**config.mk**
```make
export PLATFORM = sky130hd
export DESIGN_NAME = pos_cell_port_ctrl_flat
export DESIGN_NICKNAME = d
export VERILOG_FILES = /design/src/rtl/pos_cell_port_ctrl_pkg.sv /design/src/rtl/pos_cell_port_ctrl_if.sv /design/src/rtl/pos_cell_rd_tracker.sv /design/src/rtl/pos_cell_port_ctrl.sv /design/src/flat_wrapper.sv
export SDC_FILE = /design/constraint.sdc
export NUM_CORES = 1
export LEC_CHECK = 0
export CAP_MARGIN = 25
export CORE_AREA = 2 2 161 163
export CTS_CLUSTER_DIAMETER = 120
export DETAILED_ROUTE_END_ITERATION = 10
export DIE_AREA = 0 0 163 165
export RECOVER_POWER = 100
export SLEW_MARGIN = 15
export SYNTH_ARGS = -nofsm -noshare
export SYNTH_HDL_FRONTEND = slang
export SYNTH_SLANG_ARGS = --single-unit
```
**constraint.sdc**
```tcl
create_clock -name clk -period 3.9 [get_ports clk]
set_clock_uncertainty 0.2 [all_clocks]
set_input_delay 1.17 -clock clk [delete_from_list [all_inputs] [get_ports clk]]
set_output_delay 1.17 -clock clk [all_outputs]
set_load 0.005 [all_outputs]
```
**src/rtl/pos_cell_port_ctrl_pkg.sv**
```systemverilog
// pos_cell_port_ctrl_pkg: FSM state encoding and RAM timing shared by the cell port controller
package pos_cell_port_ctrl_pkg;
  typedef logic [2:0] state_t;
  localparam state_t S_IDLE        = 3'd0;
  localparam state_t S_RD_CNT      = 3'd1;
  localparam state_t S_RD_CNT_WAIT = 3'd2;
  localparam state_t S_RD_STREAM   = 3'd3;
  localparam state_t S_RD_DRAIN    = 3'd4;
  localparam state_t S_WR_STREAM   = 3'd5;
  localparam state_t S_WR_CNT      = 3'd6;
  localparam int RD_LAT = 2;
endpackage

```
**src/rtl/pos_cell_port_ctrl_if.sv**
```systemverilog
// pos_cell_port_ctrl_if: read stream, write stream and cell-RAM bus of the port controller
interface pos_cell_port_ctrl_if #(
  parameter int DATA_WIDTH = 96,
  parameter int ADDR_WIDTH = 8
);
  logic                  rd_start;
  logic                  rd_valid;
  logic [DATA_WIDTH-1:0] rd_data;
  logic [ADDR_WIDTH-1:0] rd_id;
  logic                  rd_last;
  logic                  rd_done;
  logic                  wr_start;
  logic                  wr_valid;
  logic [DATA_WIDTH-1:0] wr_data;
  logic                  wr_last;
  logic                  wr_ready;
  logic                  wr_done;
  logic                  busy;
  logic                  err_ovf;
  logic [ADDR_WIDTH-1:0] mem_address;
  logic [DATA_WIDTH-1:0] mem_data;
  logic                  mem_rden;
  logic                  mem_wren;
  logic [DATA_WIDTH-1:0] mem_q;
  modport master (
    input  rd_start, wr_start, wr_valid, wr_data, wr_last, mem_q,
    output rd_valid, rd_data, rd_id, rd_last, rd_done, wr_ready, wr_done, busy, err_ovf,
           mem_address, mem_data, mem_rden, mem_wren
  );
  modport slave (
    output rd_start, wr_start, wr_valid, wr_data, wr_last, mem_q,
    input  rd_valid, rd_data, rd_id, rd_last, rd_done, wr_ready, wr_done, busy, err_ovf,
           mem_address, mem_data, mem_rden, mem_wren
  );
endinterface

```
**src/rtl/pos_cell_rd_tracker.sv**
```systemverilog
// pos_cell_rd_tracker: delays issue valid/id/last by the RAM latency so they line up with mem_q
module pos_cell_rd_tracker
  import pos_cell_port_ctrl_pkg::*;
#(
  parameter int ADDR_WIDTH = 8
) (
  input  logic                  clk,
  input  logic                  rst,
  input  logic                  issue_valid,
  input  logic [ADDR_WIDTH-1:0] issue_id,
  input  logic                  issue_last,
  output logic                  ret_valid,
  output logic [ADDR_WIDTH-1:0] ret_id,
  output logic                  ret_last
);
  logic [RD_LAT-1:0] v;
  logic [RD_LAT-1:0] l;
  logic [ADDR_WIDTH-1:0] id [RD_LAT];
  always_ff @(posedge clk) begin
    if (rst) begin
      v <= '0;
      l <= '0;
      for (int i = 0; i < RD_LAT; i++) id[i] <= '0;
    end else begin
      v <= {v[RD_LAT-2:0], issue_valid};
      l <= {l[RD_LAT-2:0], issue_valid && issue_last};
      id[0] <= issue_id;
      for (int i = 1; i < RD_LAT; i++) id[i] <= id[i-1];
    end
  end
  assign ret_valid = v[RD_LAT-1];
  assign ret_last  = l[RD_LAT-1];
  assign ret_id    = id[RD_LAT-1];
endmodule

```
**src/rtl/pos_cell_port_ctrl.sv**
```systemverilog
// pos_cell_port_ctrl: arbitrates read/write sessions over one cell RAM whose word 0 holds the particle count
module pos_cell_port_ctrl
  import pos_cell_port_ctrl_pkg::*;
#(
  parameter int DATA_WIDTH   = 96,
  parameter int ADDR_WIDTH   = 8,
  parameter int PARTICLE_NUM = 220
) (
  input logic clk,
  input logic rst,
  pos_cell_port_ctrl_if.master bus
);
  localparam logic [ADDR_WIDTH-1:0] MAX_ID = ADDR_WIDTH'(PARTICLE_NUM - 1);
  state_t state;
  logic rd_pend, wr_pend, prio_wr, rd_done_q, err_ovf_q;
  logic [ADDR_WIDTH-1:0] count, rd_ptr;
  logic [ADDR_WIDTH:0] wr_ptr;
  logic [1:0] wait_cnt;
  logic idle, gr_rd, gr_wr, cnt_sample, cnt_ovf, wr_acc, wr_fit, wr_store;
  logic [ADDR_WIDTH-1:0] raw_cnt, cnt_val;
  logic trk_valid, trk_last;
  logic [ADDR_WIDTH-1:0] trk_id;
  assign idle       = state == S_IDLE;
  // prio_wr only moves on contended grants, so read wins the first tie after reset
  assign gr_rd      = idle && rd_pend && (!wr_pend || !prio_wr);
  assign gr_wr      = idle && wr_pend && !gr_rd;
  assign cnt_sample = state == S_RD_CNT_WAIT && wait_cnt == 2'(RD_LAT - 1);
  assign raw_cnt    = bus.mem_q[ADDR_WIDTH-1:0];
  assign cnt_ovf    = raw_cnt > MAX_ID;
  assign cnt_val    = cnt_ovf ? MAX_ID : raw_cnt;
  assign wr_acc     = state == S_WR_STREAM && bus.wr_valid;
  assign wr_fit     = wr_ptr <= {1'b0, MAX_ID};
  assign wr_store   = wr_acc && wr_fit;
  pos_cell_rd_tracker #(.ADDR_WIDTH(ADDR_WIDTH)) u_trk (
    .clk        (clk),
    .rst        (rst),
    .issue_valid(state == S_RD_STREAM),
    .issue_id   (rd_ptr),
    .issue_last (rd_ptr == count),
    .ret_valid  (trk_valid),
    .ret_id     (trk_id),
    .ret_last   (trk_last)
  );
  always_ff @(posedge clk) begin
    if (rst) begin
      state     <= S_IDLE;
      rd_pend   <= 1'b0;
      wr_pend   <= 1'b0;
      prio_wr   <= 1'b0;
      count     <= '0;
      rd_ptr    <= '0;
      wr_ptr    <= '0;
      wait_cnt  <= '0;
      rd_done_q <= 1'b0;
      err_ovf_q <= 1'b0;
    end else begin
      rd_pend   <= gr_rd ? 1'b0 : rd_pend | bus.rd_start;
      wr_pend   <= gr_wr ? 1'b0 : wr_pend | bus.wr_start;
      if (idle && rd_pend && wr_pend) prio_wr <= gr_rd;
      rd_done_q <= (cnt_sample && cnt_val == '0) || (state == S_RD_DRAIN && trk_last);
      if ((cnt_sample && cnt_ovf) || (wr_acc && !wr_fit)) err_ovf_q <= 1'b1;
      case (state)
        S_IDLE: begin
          if (gr_rd) state <= S_RD_CNT;
          else if (gr_wr) begin
            state  <= S_WR_STREAM;
            wr_ptr <= (ADDR_WIDTH+1)'(1);
          end
        end
        S_RD_CNT: begin
          state    <= S_RD_CNT_WAIT;
          wait_cnt <= '0;
        end
        S_RD_CNT_WAIT: begin
          if (cnt_sample) begin
            count  <= cnt_val;
            rd_ptr <= ADDR_WIDTH'(1);
            state  <= cnt_val == '0 ? S_IDLE : S_RD_STREAM;
          end else wait_cnt <= wait_cnt + 2'd1;
        end
        S_RD_STREAM: begin
          if (rd_ptr == count) state <= S_RD_DRAIN;
          else rd_ptr <= rd_ptr + 1'b1;
        end
        S_RD_DRAIN: if (trk_last) state <= S_IDLE;
        S_WR_STREAM: begin
          if (wr_store) wr_ptr <= wr_ptr + 1'b1;
          if (wr_acc && bus.wr_last) state <= S_WR_CNT;
        end
        S_WR_CNT: state <= S_IDLE;
        default: state <= S_IDLE;
      endcase
    end
  end
  // wr_ptr runs one ahead of the stored-beat count
  assign bus.mem_rden    = state == S_RD_CNT || state == S_RD_STREAM;
  assign bus.mem_wren    = wr_store || state == S_WR_CNT;
  assign bus.mem_address = state == S_RD_STREAM ? rd_ptr : wr_store ? wr_ptr[ADDR_WIDTH-1:0] : '0;
  assign bus.mem_data    = wr_store ? bus.wr_data : state == S_WR_CNT ? DATA_WIDTH'(wr_ptr - 1'b1) : '0;
  assign bus.wr_ready    = state == S_WR_STREAM;
  assign bus.wr_done     = state == S_WR_CNT;
  assign bus.busy        = !idle;
  assign bus.err_ovf     = err_ovf_q;
  assign bus.rd_done     = rd_done_q;
  assign bus.rd_valid    = trk_valid;
  assign bus.rd_last     = trk_valid && trk_last;
  assign bus.rd_id       = trk_valid ? trk_id : '0;
  assign bus.rd_data     = trk_valid ? bus.mem_q : '0;
endmodule

```
**src/flat_wrapper.sv**
```systemverilog
// flat-port wrapper written by rule: the top's interface ports become plain ports
module pos_cell_port_ctrl_flat import pos_cell_port_ctrl_pkg::*;
#(
  parameter int DATA_WIDTH   = 96,
  parameter int ADDR_WIDTH   = 8,
  parameter int PARTICLE_NUM = 220
)
  (clk, rst, bus_rd_start, bus_wr_start, bus_wr_valid, bus_wr_data, bus_wr_last, bus_mem_q, bus_rd_valid, bus_rd_data, bus_rd_id, bus_rd_last, bus_rd_done, bus_wr_ready, bus_wr_done, bus_busy, bus_err_ovf, bus_mem_address, bus_mem_data, bus_mem_rden, bus_mem_wren);
  pos_cell_port_ctrl_if #(.DATA_WIDTH(DATA_WIDTH), .ADDR_WIDTH(ADDR_WIDTH)) bus_i ();
  input logic clk;
  input logic rst;
  input wire logic [$bits(bus_i.rd_start)-1:0] bus_rd_start;
  input wire logic [$bits(bus_i.wr_start)-1:0] bus_wr_start;
  input wire logic [$bits(bus_i.wr_valid)-1:0] bus_wr_valid;
  input wire logic [$bits(bus_i.wr_data)-1:0] bus_wr_data;
  input wire logic [$bits(bus_i.wr_last)-1:0] bus_wr_last;
  input wire logic [$bits(bus_i.mem_q)-1:0] bus_mem_q;
  output wire logic [$bits(bus_i.rd_valid)-1:0] bus_rd_valid;
  output wire logic [$bits(bus_i.rd_data)-1:0] bus_rd_data;
  output wire logic [$bits(bus_i.rd_id)-1:0] bus_rd_id;
  output wire logic [$bits(bus_i.rd_last)-1:0] bus_rd_last;
  output wire logic [$bits(bus_i.rd_done)-1:0] bus_rd_done;
  output wire logic [$bits(bus_i.wr_ready)-1:0] bus_wr_ready;
  output wire logic [$bits(bus_i.wr_done)-1:0] bus_wr_done;
  output wire logic [$bits(bus_i.busy)-1:0] bus_busy;
  output wire logic [$bits(bus_i.err_ovf)-1:0] bus_err_ovf;
  output wire logic [$bits(bus_i.mem_address)-1:0] bus_mem_address;
  output wire logic [$bits(bus_i.mem_data)-1:0] bus_mem_data;
  output wire logic [$bits(bus_i.mem_rden)-1:0] bus_mem_rden;
  output wire logic [$bits(bus_i.mem_wren)-1:0] bus_mem_wren;
  assign bus_i.rd_start = bus_rd_start;
  assign bus_i.wr_start = bus_wr_start;
  assign bus_i.wr_valid = bus_wr_valid;
  assign bus_i.wr_data = bus_wr_data;
  assign bus_i.wr_last = bus_wr_last;
  assign bus_i.mem_q = bus_mem_q;
  assign bus_rd_valid = bus_i.rd_valid;
  assign bus_rd_data = bus_i.rd_data;
  assign bus_rd_id = bus_i.rd_id;
  assign bus_rd_last = bus_i.rd_last;
  assign bus_rd_done = bus_i.rd_done;
  assign bus_wr_ready = bus_i.wr_ready;
  assign bus_wr_done = bus_i.wr_done;
  assign bus_busy = bus_i.busy;
  assign bus_err_ovf = bus_i.err_ovf;
  assign bus_mem_address = bus_i.mem_address;
  assign bus_mem_data = bus_i.mem_data;
  assign bus_mem_rden = bus_i.mem_rden;
  assign bus_mem_wren = bus_i.mem_wren;
  pos_cell_port_ctrl #(.DATA_WIDTH(DATA_WIDTH), .ADDR_WIDTH(ADDR_WIDTH), .PARTICLE_NUM(PARTICLE_NUM)) u_core (.clk(clk), .rst(rst), .bus(bus_i));
endmodule
```
==> metrics.md <==
| Metric | Value |
|---|---|
| Status | `complete, but fails checks` |
| Failing checks | `negative setup slack` |
| Die width | `163 um` |
| Maximum buffer depth of the clock tree | `2` |
| Largest net degree at the start of global routing | `88` |
| Max_cap viols | `0` |
| Combinational family with the most area after synthesis | `simple AND/OR/NAND/NOR gates` |
| Total iterations of the first detailed-routing run | `4` |
| Mapped Nets | `748` |
| Fmax | `0.255 GHz` |
| CP arrival | `2.55 ns` |
| Worst setup margin | `-0.0157 ns` |
| Tot GR Track Use | `14.5%` |
| Core region area | `25000 um2` |
| Setup WS pre-CTS | `-0.727 ns` |
| CP Max Fanout | `9` |
| Worst r2r path cells | `19` |
| Cells taking the most area after synthesis | `dfxtp_1 (26%), and2_1 (16%), a21o_1 (16%)` |
| Worst r2r dst | `u_core.wr_ptr[6]` |
| Num CTS Buffers | `5` |
| TritonCTS clock tree | `built` |
| RSZ-0062 raised after global routing | `true` |
| Clk_lat worst skew | `0.29 ns` |
| Proportion of layout cells with a drive suffix above 1 | `14.1%` |
| Die Ht | `165 um` |
| PD cells | `244 nW/um2` |
| Worst r2r src | `u_core.wr_ptr[8]` |
| Register bit total from synthesis | `55` |
| Xor/xnor share of the synthesized area | `3.09%` |
| Post-CTS Hold Buffers | `0` |
| Io pins | `415` |
| Clk slew on worst S/H paths | `0.07 ns` |
| Synth async-reset ratio | `0%` |
| H-tree depth | `2` |
| Via count | `5481` |
| Wire length per cell | `16.3 um` |
| CP Capture Type | `output port` |
| Reg2reg setup slack | `0.68 ns` |
| Total Power | `0.00225 W` |
| Final HPWL DP | `16900 um` |
| Final Instance Count excl. Fillers | `1313` |
| Worst min path class | `flop to flop` |
| Slew HR | `41.4%` |
| Fin crit share | `100%` |
| Slew Viols, Final | `0` |
| Initial Utilization | `17.0%` |
| Dpl cells | `1273` |
| Synthesized area | `4250 um2` |
| DR vias/cell | `4.17` |
| # diodes | `0` |
| Area growth syn-to-layout | `116%` |
| Post-Synth Simple-Gate Area | `33.1%` |
| Initial antenna violation count | `0` |
| Leakage Power | `4.74 nW` |
| Root Driver | `clkbuf_16` |
| Mapped Cells | `546` |
| Routed Antenna Nets | `0` |
| DRC Markers | `0` |
| Mux cell area share after synthesis | `1.88%` |
| Top FF cell, synth | `dfxtp_1` |
| Final setup violation count | `1` |
| Vias in the first global route | `5233` |
| Final Hold Fails | `0` |
| Hold EP | `u_core.u_trk.id[0][11]` |
| Cell taking the most area after synthesis | `dfxtp_1` |
| Hold path cells | `1` |
| # rows | `58` |
| Initial DRC count | `281` |
| Die Area | `26900 um2` |
| Period minus WS final | `3.92 ns` |
| Hold Worst Slack | `0.235 ns` |
| Register area share after synthesis | `25.9%` |
| Synthesized-area fraction occupied by adder cells | `1.18%` |
| Type of origin of the critical path | `input port` |
| Nets | `1184` |
| Post-synth EDFFs | `0` |
| Avg Inst Size Synth | `7.79 um2` |
| Final Util | `36.8%` |
| Synth top area share | `25.9%` |
| Clk sinks | `55` |
| First-pass GRT wire length | `30900 um` |
| Measured slew at the worst slew-check pin | `0.872 ns` |
| Post-synthesis compound-gate area fraction | `28.1%` |
| GRT Residual Overflow | `0` |
| Ys Warns | `0` |
| Maximum VDD drop | `0.000218 V` |
| Cell variety after synth | `54` |
| WS Path Type | `input port to output port` |
| I/O Buffers | `414` |
| CP required | `2.53 ns` |
| WL final | `21400 um` |
| Routability congestion estimate | `0.800` |
| Worst Hold Launch | `u_core.u_trk.id[0][3]` |
-- stage by stage --
stage	instance area (um2)	TNS (ns)
floorplan	4250	0
global placement	8910	-65.27
detailed placement	8910	-67.99
CTS	9290	-0.106
global route	9210	-0.134
finish	9210	-0.0157
-- critical path, cell delays in order --
cell and delay [ns]:
buf_6 0.09, nand2b_4 0.06, or2_4 0.26, buf_4 0.18
o21ai_4 0.17, buf_4 0.13, clkdlybuf4s50_1 0.49
-- worst max-delay path by stage --
| stage | from | end | cells after the start |
|---|---|---|---|
| 6_report | bus_wr_valid | bus_mem_wren | 7 |
| 3_3_place_gp | bus_wr_valid | bus_mem_data[76] | 8 |
| 5_1_grt | u_core.state[0] | bus_mem_address[6] | 5 |
| 2_1_floorplan | bus_wr_valid | bus_mem_data[77] | 6 |
| 3_5_place_dp | bus_wr_valid | bus_mem_data[63] | 8 |
| 4_1_cts | bus_wr_valid | bus_mem_address[6] | 6 |
-- registers in the layout (all words and copies together), names as in the netlist --
signal / cells
u_core.u_trk.id: 16
u_core.u_trk.l: 2
u_core.wait_cnt: 2
u_core.bus.rd_done: 1
u_core.prio_wr: 1
u_core.wr_pend: 1
u_core.wr_ptr: 9
u_core.rd_pend: 1
u_core.u_trk.v: 2
u_core.state: 3
u_core.count: 8
u_core.bus.err_ovf: 1
u_core.rd_ptr: 8
-- where the power goes --
| part | internal, W | total (W) | leakage [nW] | switching (W) |
|---|---|---|---|---|
| clock network | 0.000238 | 0.000438 | 0.0740 | 0.000200 |
| registers | 0.000596 | 0.000635 | 0.445 | 0.0000397 |
| logic | 0.000665 | 0.00117 | 4.23 | 0.000509 |
-- cells in the mapped netlist (3+ instances only) --
cell,instances
nor2_1,26
nor4_1,4
xor2_1,12
dfxtp_1,55
a21o_1,89
or3_1,6
xnor2_1,3
a21oi_1,20
nand2b_1,6
a22o_1,13
o32ai_1,3
buf_4,3
nand4_1,4
nand3_1,8
ha_1,4
o211ai_1,4
nand2_1,29
o21ai_0,6
o31ai_1,4
and2_1,107
a31oi_1,4
a211oi_1,4
nor3_1,9
clkbuf_1,25
inv_1,11
mux2i_1,8
or4_1,3
nor2b_1,21
buf_2,20
-- kinds of logic (layout without fill, tap and decap cells) --
| family | Yosys count | count (layout) |
|---|---|---|
| buffers and inverters | 63 | 500 |
| multiplexers | 8 | 8 |
| adder cells (fa/ha/maj) | 4 | 4 |
| flip-flops | 55 | 55 |
| AND/OR/NAND/NOR | 238 | 238 |
| XOR/XNOR | 15 | 15 |
| AO/OA/AOI/OAI | 163 | 163 |
-- final cells by class --
type,instances,area (um2)
Clock inverter,3,18.8
Clock buffer,5,125
Timing Repair Buffer,480,4560
Fill cell,2580,15800
Inverter,12,45.0
Multi-Input combinational cell,428,2950
Tap cell,330,413
Sequential cell,55,1100
-- repair_timing --
action / CTS / global route
gates resized for setup: 201 / 86
pin swaps: 4 / 5
setup endpoints to repair: 105 / 60
endpoints found under the hold margin: 0 / 0
setup buffers: 28 / 2
cloned: 4 / 0
-- layer usage --
layer | vias to the layer above | GRT usage [%] | wire (um)
met5 | - | 0 | 0
met4 | 0 | 1.25 | 76
met3 | 6 | 2.91 | 1290
met2 | 174 | 25.2 | 10600
met1 | 2534 | 19.2 | 9370
li1 | 2767 | - | -
-- cells in the final DEF (no fill, tap or decap), types with 25 or more instances in the layout --
| master | netlist | layout |
|---|---|---|
| clkdlybuf4s50_1 | 0 | 222 |
| nand2_1 | 29 | 29 |
| a21o_1 | 89 | 89 |
| dfxtp_1 | 55 | 55 |
| clkdlybuf4s15_1 | 0 | 30 |
| clkbuf_2 | 0 | 28 |
| nor2_1 | 26 | 25 |
| dlygate4sd3_1 | 0 | 88 |
| and2_1 | 107 | 83 |
| buf_4 | 3 | 42 |
(Power assumes the default switching activity.)
